--- src/rtl/fpu_mant_align_if.sv ---
// Handshake and operand/result bundle for the mantissa alignment stage.
// The master side drives operands and i_ready; the slave side (the aligner)
// drives o_ready and the aligned result.
interface fpu_mant_align_if #(
    parameter int SIZE_MAN = 24,
    parameter int SIZE_EXP = 8
);
    logic                  i_valid;
    logic                  o_ready;
    logic [SIZE_EXP-1:0]   i_exp_a;
    logic [SIZE_EXP-1:0]   i_exp_b;
    logic [SIZE_MAN-1:0]   i_man_a;
    logic [SIZE_MAN-1:0]   i_man_b;
    logic                  o_valid;
    logic                  i_ready;
    logic [SIZE_EXP-1:0]   o_exp_big;
    logic [SIZE_MAN-1:0]   o_man_big;
    logic [SIZE_MAN+1:0]   o_man_small;
    logic                  o_sticky;
    logic                  o_swap;

    modport master (
        output i_valid, i_exp_a, i_exp_b, i_man_a, i_man_b, i_ready,
        input  o_ready, o_valid, o_exp_big, o_man_big, o_man_small, o_sticky, o_swap
    );

    modport slave (
        input  i_valid, i_exp_a, i_exp_b, i_man_a, i_man_b, i_ready,
        output o_ready, o_valid, o_exp_big, o_man_big, o_man_small, o_sticky, o_swap
    );
endinterface

--- src/rtl/fpu_mant_align.sv ---
// Two-stage mantissa alignment for a floating-point adder.
// Stage 1 orders the operands by magnitude and computes the exponent
// difference; stage 2 right-shifts the smaller mantissa (with guard and
// round bits appended) by that difference.
// Build option: define FPU_ALIGN_STICKY_EN to generate o_sticky (OR of all
// bits shifted past the round bit); otherwise o_sticky is tied to 0 and no
// sticky logic exists.
module fpu_mant_align #(
    parameter int SIZE_MAN = 24,
    parameter int SIZE_EXP = 8
) (
    input  logic            i_clk,
    input  logic            i_rst,
    fpu_mant_align_if.slave bus
);
    localparam int SIZE_EXT = SIZE_MAN + 2;

    // Stage 1 registers: ordered operands and exponent difference
    logic                s1_valid_reg;
    logic                s1_swap_reg;
    logic [SIZE_EXP-1:0] s1_exp_big_reg;
    logic [SIZE_EXP-1:0] s1_d_reg;
    logic [SIZE_MAN-1:0] s1_man_big_reg;
    logic [SIZE_MAN-1:0] s1_man_small_reg;

    logic                s1_swap_next;
    logic [SIZE_EXP-1:0] s1_exp_big_next;
    logic [SIZE_EXP-1:0] s1_exp_small_next;
    logic [SIZE_EXP-1:0] s1_d_next;
    logic [SIZE_MAN-1:0] s1_man_big_next;
    logic [SIZE_MAN-1:0] s1_man_small_next;

    // Stage 2 registers: aligned result
    logic                s2_valid_reg;
    logic                s2_swap_reg;
    logic [SIZE_EXP-1:0] s2_exp_big_reg;
    logic [SIZE_MAN-1:0] s2_man_big_reg;
    logic [SIZE_EXT-1:0] s2_man_small_reg;
    logic [SIZE_EXT-1:0] s2_man_small_next;

    logic [SIZE_EXT-1:0] s1_man_ext;
    logic                s1_ready;
    logic                s2_ready;
    logic                in_fire;
    logic                s1_fire;

    // A stage can take new data when it is empty or its content leaves this cycle.
    assign s2_ready     = !s2_valid_reg || bus.i_ready;
    assign s1_ready     = !s1_valid_reg || s2_ready;
    assign in_fire      = bus.i_valid && s1_ready;
    assign s1_fire      = s1_valid_reg && s2_ready;
    assign bus.o_ready  = s1_ready;

    // Magnitude compare on {exp,man}; equal magnitudes keep A as the big operand.
    always_comb begin
        s1_swap_next      = ({bus.i_exp_a, bus.i_man_a} < {bus.i_exp_b, bus.i_man_b});
        s1_exp_big_next   = bus.i_exp_a;
        s1_exp_small_next = bus.i_exp_b;
        s1_man_big_next   = bus.i_man_a;
        s1_man_small_next = bus.i_man_b;
        if (s1_swap_next) begin
            s1_exp_big_next   = bus.i_exp_b;
            s1_exp_small_next = bus.i_exp_a;
            s1_man_big_next   = bus.i_man_b;
            s1_man_small_next = bus.i_man_a;
        end
        s1_d_next = s1_exp_big_next - s1_exp_small_next;
    end

    // Stage 1 register: valid follows the input whenever the stage can accept.
    always_ff @(posedge i_clk) begin
        if (i_rst) begin
            s1_valid_reg     <= 1'b0;
            s1_swap_reg      <= 1'b0;
            s1_exp_big_reg   <= '0;
            s1_d_reg         <= '0;
            s1_man_big_reg   <= '0;
            s1_man_small_reg <= '0;
        end else begin
            if (s1_ready) begin
                s1_valid_reg <= bus.i_valid;
            end
            if (in_fire) begin
                s1_swap_reg      <= s1_swap_next;
                s1_exp_big_reg   <= s1_exp_big_next;
                s1_d_reg         <= s1_d_next;
                s1_man_big_reg   <= s1_man_big_next;
                s1_man_small_reg <= s1_man_small_next;
            end
        end
    end

    // Guard and round positions start at 0; shifts of SIZE_EXT or more yield 0.
    assign s1_man_ext        = {s1_man_small_reg, 2'b00};
    assign s2_man_small_next = s1_man_ext >> s1_d_reg;

    // Stage 2 register: data only moves on a real transfer, so a stalled output holds.
    always_ff @(posedge i_clk) begin
        if (i_rst) begin
            s2_valid_reg     <= 1'b0;
            s2_swap_reg      <= 1'b0;
            s2_exp_big_reg   <= '0;
            s2_man_big_reg   <= '0;
            s2_man_small_reg <= '0;
        end else begin
            if (s2_ready) begin
                s2_valid_reg <= s1_valid_reg;
            end
            if (s1_fire) begin
                s2_swap_reg      <= s1_swap_reg;
                s2_exp_big_reg   <= s1_exp_big_reg;
                s2_man_big_reg   <= s1_man_big_reg;
                s2_man_small_reg <= s2_man_small_next;
            end
        end
    end

`ifdef FPU_ALIGN_STICKY_EN
    logic [SIZE_EXT-1:0] s1_lost_bits;
    logic                s2_sticky_reg;

    // Bit gi of the extended mantissa is shifted out whenever the distance exceeds gi.
    for (genvar gi = 0; gi < SIZE_EXT; gi++) begin : g_lost
        assign s1_lost_bits[gi] = s1_man_ext[gi] && (32'(s1_d_reg) > 32'(gi));
    end

    // Sticky register advances together with the stage 2 data.
    always_ff @(posedge i_clk) begin
        if (i_rst) begin
            s2_sticky_reg <= 1'b0;
        end else if (s1_fire) begin
            s2_sticky_reg <= |s1_lost_bits;
        end
    end

    assign bus.o_sticky = s2_sticky_reg;
`else
    assign bus.o_sticky = 1'b0;
`endif

    assign bus.o_valid     = s2_valid_reg;
    assign bus.o_swap      = s2_swap_reg;
    assign bus.o_exp_big   = s2_exp_big_reg;
    assign bus.o_man_big   = s2_man_big_reg;
    assign bus.o_man_small = s2_man_small_reg;
endmodule

--- src/flat_wrapper.sv ---
// flat-port wrapper written by rule: the top's interface ports become plain ports
module fpu_mant_align_flat 
#(
    parameter int SIZE_MAN = 24,
    parameter int SIZE_EXP = 8
)
  (i_clk, i_rst, bus_i_valid, bus_i_exp_a, bus_i_exp_b, bus_i_man_a, bus_i_man_b, bus_i_ready, bus_o_ready, bus_o_valid, bus_o_exp_big, bus_o_man_big, bus_o_man_small, bus_o_sticky, bus_o_swap);
  fpu_mant_align_if #(.SIZE_MAN(SIZE_MAN), .SIZE_EXP(SIZE_EXP)) bus_i ();
  input  logic i_clk;
  input  logic i_rst;
  input wire logic [$bits(bus_i.i_valid)-1:0] bus_i_valid;
  input wire logic [$bits(bus_i.i_exp_a)-1:0] bus_i_exp_a;
  input wire logic [$bits(bus_i.i_exp_b)-1:0] bus_i_exp_b;
  input wire logic [$bits(bus_i.i_man_a)-1:0] bus_i_man_a;
  input wire logic [$bits(bus_i.i_man_b)-1:0] bus_i_man_b;
  input wire logic [$bits(bus_i.i_ready)-1:0] bus_i_ready;
  output wire logic [$bits(bus_i.o_ready)-1:0] bus_o_ready;
  output wire logic [$bits(bus_i.o_valid)-1:0] bus_o_valid;
  output wire logic [$bits(bus_i.o_exp_big)-1:0] bus_o_exp_big;
  output wire logic [$bits(bus_i.o_man_big)-1:0] bus_o_man_big;
  output wire logic [$bits(bus_i.o_man_small)-1:0] bus_o_man_small;
  output wire logic [$bits(bus_i.o_sticky)-1:0] bus_o_sticky;
  output wire logic [$bits(bus_i.o_swap)-1:0] bus_o_swap;
  assign bus_i.i_valid = bus_i_valid;
  assign bus_i.i_exp_a = bus_i_exp_a;
  assign bus_i.i_exp_b = bus_i_exp_b;
  assign bus_i.i_man_a = bus_i_man_a;
  assign bus_i.i_man_b = bus_i_man_b;
  assign bus_i.i_ready = bus_i_ready;
  assign bus_o_ready = bus_i.o_ready;
  assign bus_o_valid = bus_i.o_valid;
  assign bus_o_exp_big = bus_i.o_exp_big;
  assign bus_o_man_big = bus_i.o_man_big;
  assign bus_o_man_small = bus_i.o_man_small;
  assign bus_o_sticky = bus_i.o_sticky;
  assign bus_o_swap = bus_i.o_swap;
  fpu_mant_align #(.SIZE_MAN(SIZE_MAN), .SIZE_EXP(SIZE_EXP)) u_core (.i_clk(i_clk), .i_rst(i_rst), .bus(bus_i));
endmodule
--- config.mk ---
export PLATFORM = sky130hd
export DESIGN_NAME = fpu_mant_align_flat
export DESIGN_NICKNAME = d
export VERILOG_FILES = /design/src/rtl/fpu_mant_align_if.sv /design/src/rtl/fpu_mant_align.sv /design/src/flat_wrapper.sv
export SDC_FILE = /design/constraint.sdc
export NUM_CORES = 1
export LEC_CHECK = 0
export CAP_MARGIN = 20
export CORE_MARGIN = 2
export CORE_UTILIZATION = 40
export CTS_BUF_LIST = sky130_fd_sc_hd__clkbuf_8
export DETAILED_ROUTE_END_ITERATION = 10
export GPL_ROUTABILITY_DRIVEN = 1
export GPL_TIMING_DRIVEN = 0
export PLACE_DENSITY_LB_ADDON = 0.15
export SLEW_MARGIN = 5
export SYNTH_ARGS = -nofsm -noshare
export SYNTH_HDL_FRONTEND = slang
export SYNTH_SLANG_ARGS = --single-unit
--- constraint.sdc ---
create_clock -name i_clk -period 3.8 [get_ports i_clk]
set_input_delay 0.76 -clock i_clk [delete_from_list [all_inputs] [get_ports i_clk]]
set_output_delay 0.76 -clock i_clk [all_outputs]
set_load 0.02 [all_outputs]
==> metrics.yaml <==
diodes: 0
antenna_found_initial: 0
syn2layout_area_growth_pct: 27.64
maxCapViolations: 0
crit_required_ns: 4.14
grt_pass1_wl_um: 36840
antenna_left: 0
crit_arrival_ns: 3.98
netlist_area_sq_um: 7252
async_flop_share: 0
crit_slowest_cell: "nor3_1"
cts_hold_buf: 0
fp.dieH_um: 138.6
viasPerCell: 5.451
fin_crit_sh: 0.9581
synthesis.nets: 1031
multi_input_area_sq_um: 4340
irDropWorstVdd_mv: 0.2149
start_kind: "input pin"
routabilityCongestion: 0.9255
dp_slack_ns: -0.4943
avgSynthCellArea_sq_um: 7.781
stdcell_count: 1319
largest_reg_flops: 26
crit_path_end_kind: "flip-flop"
n_fill_cell: 1803
post_dp_cell_area_sq_um: 8825
fin_ws_ns: 0.1591
cts_tree: "yes"
hpwl_um: 17310
synthCells: 932
io_buffers: 128
p_per_area_nw_per_um2: 390.8
fp.coreArea_sq_um: 17900
finalHoldViolCount: 0
drive_gt1_frac: 0.07523
initial_core_util: 0.4051
leakagePower_nw: 3.493
timing.fmax_mhz: 274.7
final_common_cell: "nand2_1"
dieArea_sq_um: 19220
final_cell_mix: "nand2_1 (176), nor2_1 (133), clkdlybuf4s50_1 (128)"
worstPathMaxFanout: 10
wire_per_inst_um: 17.12
ys_seq_area_frac: 0.3478
insertion_delay_ns: 0.45
dr.pass1.iters: 7
cts_buffer_depth: 2
route.detailed.drc: 0
clock_skew_ns: 0.008258
dr_total_vias: 7190
gr-usage-all-layers: 0.2366
cts.sinks: 126
fin_nets: 1179
h-tree-depth: 4
outcome: "completed"
grt_pass1_vias: 7081
crit_chain: "clkdlybuf4s50_1 -> inv_1 -> ha_1 -> nand4_1 -> nor3_1 -> a21oi_2 -> o21a_2 -> buf_6 -> mux2i_4 -> o41ai_4 -> o21ai_1 -> a211o_1"
ys_warn_count: 0
overflow: 0
slowest_delay_ns: 0.55
ys_types: 60
die_w_um: 138.6
dp_cells: 1290
clock-root-buffer: "clkbuf_8"
slew_headroom: 0.5422
fp-row-count: 49
clkTransAtPathRegs_ns: 0.07
worstMarginPinSlew_ns: 0.6842
cts_buffers: 17
setup_viol: 0
ys_dominant_reg_cell: "dfxtp_1"
regArea_sq_um: 2522
wl_um: 22590
yosys_register_bits: 126
synth-edff-count: 0
grt_max_degree: 20
slew_violations: 0
finalInstanceArea_sq_um: 9256
drtIter0Drc: 624
finalPower_w: 0.003618
cts_setup_buffers: 0
rsz0062_at_grt: "no"
hp-class: "reg -> reg"
layout_min_cycle_time_ns: 3.641
io_pins: 130
worst-setup-path-type: "in -> reg"
-- Yosys cell counts, types with 6 or more instances --
cell type,instances,area share
dfxtp_1,126,0.35
a311oi_1,33,0.040
ha_1,31,0.053
o22ai_1,9,0.0078
nor3_1,13,0.0090
nand2_1,176,0.091
buf_1,6,0.0031
inv_1,37,0.019
clkbuf_1,57,0.030
nor2b_1,6,0.0052
buf_2,7,0.0048
mux4_2,17,0.053
a211oi_1,34,0.035
mux2i_1,15,0.021
o21ai_0,23,0.016
nand2b_1,9,0.0078
nand3_1,16,0.011
mux2_2,9,0.014
a21oi_1,78,0.054
a22oi_1,26,0.027
a31oi_1,9,0.0078
nor2_1,133,0.069
-- path summary, 6_finish.rpt --
kind / to / slack [ns] / depth (start not counted) / start
setup / recovery: u_core.s1_d_reg[6] / 0.16 / 12 / bus_i_man_b[14]
hold / removal: u_core.bus.o_man_big[21] / 0.45 / 2 / u_core.bus.o_man_big[21]
setup reg to reg: u_core.bus.o_man_small[3] / 0.92 / 10 / u_core.s1_d_reg[1]
hold reg to reg: u_core.bus.o_man_big[21] / 0.45 / 2 / u_core.bus.o_man_big[21]
-- metrics by stage --
step,util,hold WS [ns],TNS (ns)
2_1_floorplan,-,0.4323,0
3_3_place_gp,0.4927,0.4416,-13.67
3_5_place_dp,0.4929,0.4461,-15.53
4_1_cts,0.5136,0.4556,0
5_1_grt,0.5171,0.4729,0
6_report,0.5171,0.4517,0
-- metal layers --
layer,track usage,vias to the layer above,routed length [um]
met5,0,-,0
met4,0.08081,0,519
met3,0.04351,34,1221
met2,0.3801,224,10390
met1,0.3222,3338,10460
li1,-,3594,-
-- power breakdown --
| part | switching [W] | total (W) | internal [W] |
|---|---|---|---|
| logic | 0.000594 | 0.00100 | 0.000406 |
| clock network | 0.000529 | 0.00114 | 0.000615 |
| registers | 0.0000664 | 0.00147 | 0.00141 |
-- repair_timing --
action                                  4_1_cts  5_1_grt
resized for setup                             1       10
endpoints found under the setup margin        3       15
pin swaps                                     0        2
-- worst max-delay path: cells and delay by family --
family	cells	cell delay, ns
AOI/OAI and AO/OA	5	1.26
and+or+nand+nor	2	0.74
buffers and inverters	3	0.69
adders and majority gates	1	0.32
muxes	1	0.20
-- area by class of cell --
type | count | share of cell area
Multi-Input combinational cell | 695 | 0.4689
Sequential cell | 126 | 0.2725
Timing Repair Buffer | 130 | 0.1398
Buffer | 72 | 0.03217
Tap cell | 229 | 0.03095
Clock buffer | 20 | 0.02974
Inverter | 38 | 0.01541
Clock inverter | 9 | 0.01054
-- kinds of logic after synthesis --
| kind of cell | synth area share |
|---|---|
| simple gates | 0.2117 |
| fa+ha+maj | 0.05348 |
| other cells | 0.0005171 |
| flops | 0.3478 |
| xor+xnor | 0.001208 |
| compound gates | 0.2365 |
| mux | 0.08747 |
| buf+inv | 0.06125 |
No activity file was read; power rests on OpenSTA's default activity.
